**src/rtl/tm11_gen.sv**
```systemverilog
// TM11/TU10 magtape register block: Unibus slave, ARM shadow-register port and interrupt FSM.
// Build option: define TM11_GEN_REWIRQ_EN to request an interrupt when the ARM ends a rewind.
module tm11_gen #(
    parameter logic [17:0] ADDR   = 18'o772520,
    parameter logic [7:0]  INTVEC = 8'o224,
    parameter int unsigned NDRV   = 8,
    parameter int unsigned RDHALF = 500000
) (
    input  logic        CLOCK,
    input  logic        RESET,
    input  logic        armwrite,
    input  logic [2:0]  armraddr,
    input  logic [2:0]  armwaddr,
    input  logic [31:0] armwdata,
    output logic [31:0] armrdata,
    output logic        armintrq,
    output logic        intreq,
    output logic [7:0]  irvec,
    input  logic        intgnt,
    input  logic [7:0]  igvec,
    input  logic [17:0] a_in_h,
    input  logic [1:0]  c_in_h,
    input  logic [15:0] d_in_h,
    input  logic        init_in_h,
    input  logic        msyn_in_h,
    output logic [15:0] d_out_h,
    output logic        ssyn_out_h
);

    localparam int unsigned DMASK_I = (1 << NDRV) - 1;
    localparam logic [7:0]  DMASK   = DMASK_I[7:0];
    localparam int unsigned TW      = (RDHALF > 1) ? $clog2(RDHALF) : 1;
    localparam logic [TW-1:0] TLAST = TW'(RDHALF - 1);

    typedef enum logic [0:0] {StIdle, StPend} irq_st_e;

    logic          enable_q, fastio_q, init_q;
    logic [15:7]   mts_hi_q;
    logic [14:0]   mtc_q;
    logic [15:0]   brc_q, cma_q, mtd_q;
    logic [14:0]   mtrd_q;
    logic [TW-1:0] rd_cnt_q;
    logic          rd_tog_q;
    logic [7:0]    bots_q, wrls_q, rews_q, turs_q, sels_q;
    logic [15:0]   d_out_q;
    logic          ssyn_q;
    irq_st_e       irq_st_q;
    logic          intreq_q, lvl_q;

    logic [2:0]  unit, nu;
    logic        unit_ok, nu_ok, go_req;
    logic [6:0]  mts_lo;
    logic [15:0] mts;
    logic        mtc15, lvl, post_init;
    logic        ub_sel, ub_start, ub_lo, ub_hi;
    logic [15:0] ub_rdata;
    logic        rew_kick;

    assign unit    = mtc_q[10:8];
    assign unit_ok = {29'd0, unit} < NDRV;
    assign mts_lo  = unit_ok ? {sels_q[unit], bots_q[unit], 2'b00, wrls_q[unit], rews_q[unit],
                                turs_q[unit]} : 7'd0;
    assign mts     = {mts_hi_q, mts_lo};
    assign mtc15   = |mts_hi_q;
    assign lvl     = mtc_q[7] & mtc_q[6];
    assign post_init = init_q & ~init_in_h;

    // Unibus decode; offsets 14/16 octal fall outside the responding window
    assign ub_sel   = enable_q && (a_in_h[17:4] == ADDR[17:4]) && (a_in_h[3:1] <= 3'd5);
    assign ub_start = ub_sel & msyn_in_h & ~ssyn_q;
    assign ub_lo    = ~c_in_h[0] | ~a_in_h[0];
    assign ub_hi    = ~c_in_h[0] | a_in_h[0];

    // Unit targeted by an MTC write: the new unit field if the high byte is written
    assign nu     = ub_hi ? d_in_h[10:8] : mtc_q[10:8];
    assign nu_ok  = {29'd0, nu} < NDRV;
    assign go_req = ub_lo & d_in_h[0] & ~mtc_q[0];

    always_comb begin
        ub_rdata = 16'd0;
        case (a_in_h[3:1])
            3'd0:    ub_rdata = mts;
            3'd1:    ub_rdata = {mtc15, mtc_q & 15'o67776};
            3'd2:    ub_rdata = brc_q;
            3'd3:    ub_rdata = {cma_q[15:1], 1'b0};
            3'd4:    ub_rdata = mtd_q;
            3'd5:    ub_rdata = {rd_tog_q, mtrd_q};
            default: ub_rdata = 16'd0;
        endcase
    end

    always_comb begin
        armrdata = 32'd0;
        case (armraddr)
            3'd0:    armrdata = 32'h544D_3007;
            3'd1:    armrdata = {mtc15, mtc_q, mts};
            3'd2:    armrdata = {cma_q, brc_q};
            3'd3:    armrdata = {rd_tog_q, mtrd_q, mtd_q};
            3'd4:    armrdata = {enable_q, fastio_q, 4'b0000, INTVEC, ADDR};
            3'd5:    armrdata = {bots_q, wrls_q, rews_q, turs_q};
            3'd6:    armrdata = {24'd0, sels_q};
            default: armrdata = 32'hDEAD_BEEF;
        endcase
    end

`ifdef TM11_GEN_REWIRQ_EN
    logic [7:0] rews_new;
    assign rews_new = armwdata[15:8] & DMASK;
    assign rew_kick = armwrite && !init_in_h && !post_init && (armwaddr == 3'd5) && lvl &&
                      unit_ok && rews_q[unit] && !rews_new[unit];
`else
    assign rew_kick = 1'b0;
`endif

    always_ff @(posedge CLOCK) begin
        if (RESET) begin
            enable_q <= 1'b0;
            fastio_q <= 1'b0;
            rd_cnt_q <= '0;
            rd_tog_q <= 1'b0;
        end else begin
            if (rd_cnt_q == TLAST) begin
                rd_cnt_q <= '0;
                rd_tog_q <= ~rd_tog_q;
            end else begin
                rd_cnt_q <= rd_cnt_q + 1'b1;
            end
            if (armwrite && !init_in_h && !post_init && armwaddr == 3'd4) begin
                {enable_q, fastio_q} <= armwdata[31:30];
            end
        end
    end

    // Drive status bits are deliberately not reset; the ARM daemon owns them
    always_ff @(posedge CLOCK) begin
        init_q <= init_in_h & ~RESET;
        if (RESET || init_in_h) begin
            mts_hi_q <= '0;
            mtc_q    <= '0;
            d_out_q  <= '0;
            ssyn_q   <= 1'b0;
        end else if (post_init) begin
            mtc_q  <= 15'o10200;
            brc_q  <= '0;
            cma_q  <= '0;
            mtd_q  <= '0;
            mtrd_q <= '0;
        end else if (armwrite) begin
            case (armwaddr)
                3'd1: begin
                    mtc_q    <= armwdata[30:16];
                    mts_hi_q <= {mts_hi_q[15] | armwdata[15], armwdata[14:7]};
                end
                3'd2: begin
                    cma_q <= {armwdata[31:17], 1'b0};
                    brc_q <= armwdata[15:0];
                end
                3'd3: begin
                    mtrd_q <= armwdata[30:16];
                    mtd_q  <= armwdata[15:0];
                end
                3'd5: begin
                    bots_q <= armwdata[31:24] & DMASK;
                    wrls_q <= armwdata[23:16] & DMASK;
                    rews_q <= armwdata[15:8] & DMASK;
                    turs_q <= armwdata[7:0] & DMASK;
                end
                3'd6:    sels_q <= armwdata[7:0] & DMASK;
                default: ;
            endcase
        end else if (ssyn_q) begin
            if (!msyn_in_h) begin
                ssyn_q  <= 1'b0;
                d_out_q <= '0;
            end
        end else if (ub_start) begin
            ssyn_q <= 1'b1;
            if (!c_in_h[1]) begin
                d_out_q <= ub_rdata;
            end else begin
                case (a_in_h[3:1])
                    3'd1: begin
                        if (ub_hi && d_in_h[12]) begin
                            // Power clear via the PCLR bit
                            mts_hi_q    <= '0;
                            mtc_q[14:8] <= d_in_h[14:8];
                            mtc_q[7]    <= 1'b1;
                            mtc_q[0]    <= 1'b0;
                            if (ub_lo) mtc_q[6:1] <= d_in_h[6:1];
                        end else if (!mtc_q[7]) begin
                            mts_hi_q[15] <= 1'b1;
                        end else begin
                            if (ub_hi) mtc_q[14:8] <= d_in_h[14:8];
                            if (ub_lo) mtc_q[6:1] <= d_in_h[6:1];
                            if (go_req) begin
                                if (!nu_ok) begin
                                    mts_hi_q[15] <= 1'b1;
                                end else begin
                                    mtc_q[0]   <= 1'b1;
                                    mtc_q[7]   <= 1'b0;
                                    mts_hi_q   <= '0;
                                    turs_q[nu] <= 1'b0;
                                end
                            end
                        end
                    end
                    3'd2: begin
                        if (ub_lo) brc_q[7:0] <= d_in_h[7:0];
                        if (ub_hi) brc_q[15:8] <= d_in_h[15:8];
                    end
                    3'd3: begin
                        if (ub_lo) cma_q[7:0] <= {d_in_h[7:1], 1'b0};
                        if (ub_hi) cma_q[15:8] <= d_in_h[15:8];
                    end
                    3'd4: begin
                        if (ub_lo) mtd_q[7:0] <= d_in_h[7:0];
                        if (ub_hi) mtd_q[15:8] <= d_in_h[15:8];
                    end
                    3'd5: begin
                        if (ub_lo) mtrd_q[7:0] <= d_in_h[7:0];
                        if (ub_hi) mtrd_q[14:8] <= d_in_h[14:8];
                    end
                    default: ;
                endcase
            end
        end
    end

    always_ff @(posedge CLOCK) begin
        if (RESET || init_in_h) begin
            irq_st_q <= StIdle;
            intreq_q <= 1'b0;
            lvl_q    <= 1'b0;
        end else begin
            lvl_q <= lvl;
            case (irq_st_q)
                StIdle: begin
                    if ((lvl && !lvl_q) || rew_kick) begin
                        irq_st_q <= StPend;
                        intreq_q <= 1'b1;
                    end
                end
                StPend: begin
                    if ((intgnt && igvec == INTVEC) || !lvl) begin
                        irq_st_q <= StIdle;
                        intreq_q <= 1'b0;
                    end
                end
                default: begin
                    irq_st_q <= StIdle;
                    intreq_q <= 1'b0;
                end
            endcase
        end
    end

    assign intreq     = intreq_q;
    assign irvec      = intreq_q ? INTVEC : 8'd0;
    assign armintrq   = mtc_q[0] | mtc_q[12];
    assign d_out_h    = d_out_q;
    assign ssyn_out_h = ssyn_q;

endmodule

```
**config.mk**
```make
export PLATFORM = sky130hd
export DESIGN_NAME = tm11_gen
export DESIGN_NICKNAME = d
export VERILOG_FILES = /design/src/rtl/tm11_gen.sv
export SDC_FILE = /design/constraint.sdc
export NUM_CORES = 1
export LEC_CHECK = 0
export ABC_CLOCK_PERIOD_IN_PS = 2900
export BUFFER_PORTS_ARGS = -buffer_cell sky130_fd_sc_hd__clkbuf_2
export CAP_MARGIN = 10
export CORE_MARGIN = 2
export CORE_UTILIZATION = 28
export DETAILED_ROUTE_END_ITERATION = 16
export GPL_TIMING_DRIVEN = 1
export HOLD_SLACK_MARGIN = 0.08
export PLACE_DENSITY = 0.51
export SYNTH_ARGS = -nofsm -noshare
export SYNTH_HDL_FRONTEND = slang
export SYNTH_SLANG_ARGS = --single-unit
export TNS_END_PERCENT = 1
```
**constraint.sdc**
```tcl
create_clock -name CLOCK -period 2.9 [get_ports CLOCK]
set_input_delay 0.29 -clock CLOCK [delete_from_list [all_inputs] [get_ports CLOCK]]
set_output_delay 0.29 -clock CLOCK [all_outputs]
set_load 0.02 [all_outputs]
```
# After elaboration in Yosys (flattened, before gate mapping)
# Cells that the tools add are included.
op_classes:
  muxes: 88
  addsub: 1
  n_bitwise: 24
  div_mod_pow: 0
  n_shift: 0
  n_reduce_logical: 61
  eq_ne: 33
  mul: 0
  n_lt_le_gt_ge: 4
ops:
  columns: ["cell", "count"]
  rows:
  - ["$mux 16", 22]
  - ["$pmux 32 s7", 1]
  - ["$mux 15", 14]
  - ["$mux 8", 14]
  - ["$pmux 16 s6", 1]
  - ["$reduce_and 7->1", 12]
  - ["$mux 9", 8]
  - ["$reduce_bool 3->1", 12]
  - ["$eq 3x3->1 const B", 8]
  - ["$add 19x1->19 const B", 1]
  - ["$eq 19x19->1 const B", 1]
  - ["$eq 3x2->1 const B", 6]
  - ["$mux 1", 16]
  - ["$bmux 1 s3", 5]
  - ["$eq 14x14->1 const B", 1]
  - ["$mux 13", 1]
  - ["$reduce_bool 2->1", 6]
  - ["$not 1->1", 11]
  - ["$reduce_and 10->1", 1]
  - ["$reduce_and 5->1", 2]
  - ["$eq 3x1->1 const B", 3]
  - ["$logic_and 1x1->1", 9]
  - ["$ne 3x1->1 const B", 3]
  - ["$reduce_or 9->1", 1]
  - ["26 further kinds", 52]
totals:
  ramBits: 0
  out_inout_bits: 59
  mem_count: 0
  rom_bits: 0
  latchBits: 0
  wordCells: 241
  register_bits: 170
  inputBits: 88

# Longest topological paths before layout
depth:
  word_depth: 17
  ltp_mapped: 8
  depth_no_buf: 6

# Worst setup path after synthesis
# No wires, ideal clock.
synth_path:
  path_kind: "input port to flip-flop"
  startpoint: "input port armwrite"
  endpoint: "register bots_q[0], enable pin"
  setup_slack_ps: 362
  required_time_ps: 2495
  path_buffers: 3
  stages: 7
  arrival_ps: 2133
  setup_time_ps: 405
  path_cell_list: "buf_2 -> buf_2 -> buf_2 -> nand2_1 -> nor2_1 -> nand2_1 -> nor2_1"
synth_via:
  elab_chain_len: 1
synth_rtl:
  columns: ["item", "line", "rtl"]
  rows:
  - ["from (decl)", "11", "input logic armwrite,"]
  - ["$reduce_and 4->1 (no line)", null, null]
  - ["to (signal assigned)", "163", "bots_q <= armwdata[31:24] & DMASK;"]
  - ["to (decl)", "44", "logic [7:0] bots_q, wrls_q, rews_q, turs_q, sels_q;"]
# No other way between the ends.
# A chain may end at the register's enable or synchronous reset.

# Worst setup path in the final report
layout_path:
  startpoint: "register mtc_q[9]"
  endpoint: "output port armrdata[5]"
layout_via:
  elab_chain_len: 3
layout_rtl:
  columns: ["item", "line", "rtl"]
  rows:
  - ["from (decl)", "39", "logic [14:0] mtc_q;"]
  - ["from (signal assigned)", "151", "mtc_q <= armwdata[30:16];"]
  - ["from (signal assigned)", "186", "mtc_q[14:8] <= d_in_h[14:8];"]
  - ["from (signal assigned)", "193", "if (ub_hi) mtc_q[14:8] <= d_in_h[14:8];"]
  - ["$bmux 1 s3", "61", "assign mts_lo = unit_ok ? {sels_q[unit], bots_q[unit], 2'b00, wrls_q[unit], rews_q[unit],"]
  - ["$mux 1 (not written as such)", "61", null]
  - ["$pmux 32 s7", "94", "case (armraddr)"]
  - ["to (decl)", "15", "output logic [31:0] armrdata,"]
# No other way between the ends. The select of a mux whose other input is x is not followed.

==> reports/qor.yml <==
area.growth.synth_to_final_pct: 22.86
grt_remaining_overflow: 0
clock.fmax_mhz: 364.8
grt_setup_unrepaired: "no"
first_global_vias: 7877
port_buffers: 141
leakage_nw: 4.324
finalClockSkew_ns: 0.01091
htreeDepth: 4
clk_latency_ns: 0.45
crit_chain: "mux4_2 -> mux2i_1 -> nor3_1 -> a311o_1 -> clkbuf_2"
ant_nets: 0
pre_cts_ws_ns: 0.3366
syn_area_per_cell_um2: 9.716
wirelength_um: 34990
start_kind: "register"
finalNetCount: 1193
setup_violations: 0
place.gp.congestion: 0.9567
core_area_mm2: 0.03245
synth.distinct_cells: 69
ff2ff_setup_slack_ns: 0.50
final.min_clock_period_ns: 2.741
fin_cells: 1559
setup_slack_ns: 0.1586
min_from: "armwdata[30]"
synth_area_mm2: 0.009201
initial_core_util: 0.2835
synth_edf_count: 102
hold_class: "input port to register"
drv_slew: 0
ios: 147
total_power_mw: 5.656
cts_made_buffers: 17
cts_setup_buffers: 0
cts.sink_count: 169
drv_cap: 0
antenna_found_initial: 1
rr_worst_depth: 5
ys_ff_latch: 169
tightest_slew_ns: 0.8661
finalSetupTns_ns: 0
dieArea_mm2: 0.03433
place_hpwl_um: 27300
drive_gt1_frac: 0.2372
endpoint_kind: "primary output"
hold_viol_final: 0
diodes: 0
cp_data_required_time_ns: 2.61
grt_max_degree: 92
synth_ff_type: "edfxtp_1"
die_width_um: 185.3
max_stage_delay_ns: 0.53
layout_commonest_cell: "clkbuf_2"
vias: 8325
critical_path_arrival_ns: 2.45
wl_per_cell_um: 22.45
status: "completed"
max-clock-path-buffers: 2
seq_area_frac_synth: 0.4787
fin_crit_sh: 0.9453
r2r_start: "enable_q$_SDFFE_PP0P_"
die_h_um: 185.3
crit_slowest_cell: "mux4_2"
synthArstFlopShare: 0
drc: 0
holdPathStages: 1
grt_pass1_wl_um: 50750
slew_headroom: 0.4204
num_rows: 66
cts.reportedPaths.clkPinSlew_ns: 0.07
viasPerCell: 5.340
drt_pass1_iterations: 6
min_to: "bots_q[6]$_DFFE_PP_"
ys_warn_count: 0
post-place-cells: 1501
cts_tree: "built"
grt.total_usage: 0.2030
root_buffer: "clkbuf_16"
path_max_fanout: 10
path_class: "register to primary output"
r2r-end: "brc_q[14]$_SDFFCE_PP0P_"
syn_inst: 947
ir_drop_uv: 388.7
initialDrtViolationCount: 817
cellPowerDensity_mw_per_mm2: 500.3
layout_common_cells: "clkbuf_2 (141), nand2_1 (124), edfxtp_1 (102)"
worst max path at each step:
stage | start | endpoint | slack [ns] | cells after the start
detailed placement | mtc_q[9]$_SDFFE_PN0P_ | armrdata[2] | 0.34 | 7
floorplan | armwrite | bots_q[0]$_DFFE_PP_ | 0.36 | 7
global route | mtc_q[9]$_SDFFE_PN0P_ | armrdata[5] | 0.09 | 5
CTS | mtc_q[10]$_SDFFE_PN0P_ | armrdata[5] | 0.04 | 5
finish | mtc_q[9]$_SDFFE_PN0P_ | armrdata[5] | 0.16 | 5
global placement | mtc_q[9]$_SDFFE_PN0P_ | armrdata[2] | 0.39 | 7
metal layers:
layer / track usage / wire (um) / vias up
li1: - / - / 3836
met1: 0.2913 / 15890 / 3950
met2: 0.2864 / 14620 / 471
met3: 0.05958 / 3502 / 68
met4: 0.07270 / 982 / 0
met5: 0 / 0 / -
worst max-delay path, delay by kind of cell, from the launching register on:
| family | cells | cell delay [ns] |
|---|---|---|
| AO/OA/AOI/OAI | 1 | 0.37 |
| flip-flops | 1 | 0.47 |
| buffers and inverters | 1 | 0.17 |
| AND/OR/NAND/NOR | 1 | 0.10 |
| multiplexers | 2 | 0.90 |
Yosys cell counts, drive strengths merged (20+ instances only):
master | number | area, um2
nand2 | 124 | 465.5
edfxtp | 102 | 3063
nor2 | 74 | 280.3
dfxtp | 67 | 1341
o21ai | 66 | 330.3
a21oi | 64 | 324.1
buf | 41 | 212.7
mux2i | 40 | 400.4
clkbuf | 33 | 123.9
nand2b | 26 | 162.7
o22ai | 23 | 143.9
nand3 | 20 | 100.1
cell families (layout without fill, tap and decap cells):
logic type | count (synthesis) | in the layout | share of synthesized area
AO/OA/AOI/OAI | 273 | 273 | 0.1932
buffers and inverters | 89 | 255 | 0.04270
AND/OR/NAND/NOR | 327 | 327 | 0.1716
flip-flops | 169 | 169 | 0.4787
other | 1 | 5 | 0.0004076
adder cells (fa/ha/maj) | 1 | 1 | 0.001360
multiplexers | 69 | 69 | 0.09491
XOR/XNOR | 18 | 18 | 0.01713
repair_timing:
item	in CTS	in global routing
endpoints found under the hold margin	22	4
resized for setup	1	2
hold buffers	22	4
endpoints found under the setup margin	4	3
cell type report:
type | count | area (um2)
timing repair buffer | 208 | 1286
multi-input combinational | 693 | 4424
clock buffer | 18 | 450.4
clock inverter | 14 | 125.1
inverter | 15 | 56.30
tap | 442 | 553.0
sequential | 169 | 4409
fill | 3287 | 21150
metrics by stage:
stage	util	hold slack, ns	instance area (um2)
5_1_grt	0.3483	0.08514	11300
6_report	0.3483	0.09571	11300
3_5_place_dp	0.3224	0.4513	10460
3_3_place_gp	0.3224	0.4383	10460
4_1_cts	0.3470	0.08026	11260
2_1_floorplan	-	0.3889	9216
report_power, final:
| part | leakage [nW] | internal (mW) | switching, mW |
|---|---|---|---|
| Clock | 0.291 | 1.19 | 1.07 |
| Combinational | 2.56 | 0.287 | 0.499 |
| Sequential | 1.47 | 2.58 | 0.0308 |
flip-flops by register name, summed over array words and instances, names as in the netlist:
name / count
mtc_q: 15
lvl_q: 1
sels_q: 8
wrls_q: 8
cma_q: 15
mts_hi_q: 9
intreq: 1
brc_q: 16
mtrd_q: 15
irq_st_q: 1
init_q: 1
rd_cnt_q: 19
enable_q: 1
ssyn_out_h: 1
d_out_h: 16
mtd_q: 16
fastio_q: 1
bots_q: 8
rd_tog_q: 1
rews_q: 8
turs_q: 8
Note: power is estimated with default switching activity, not from simulation.
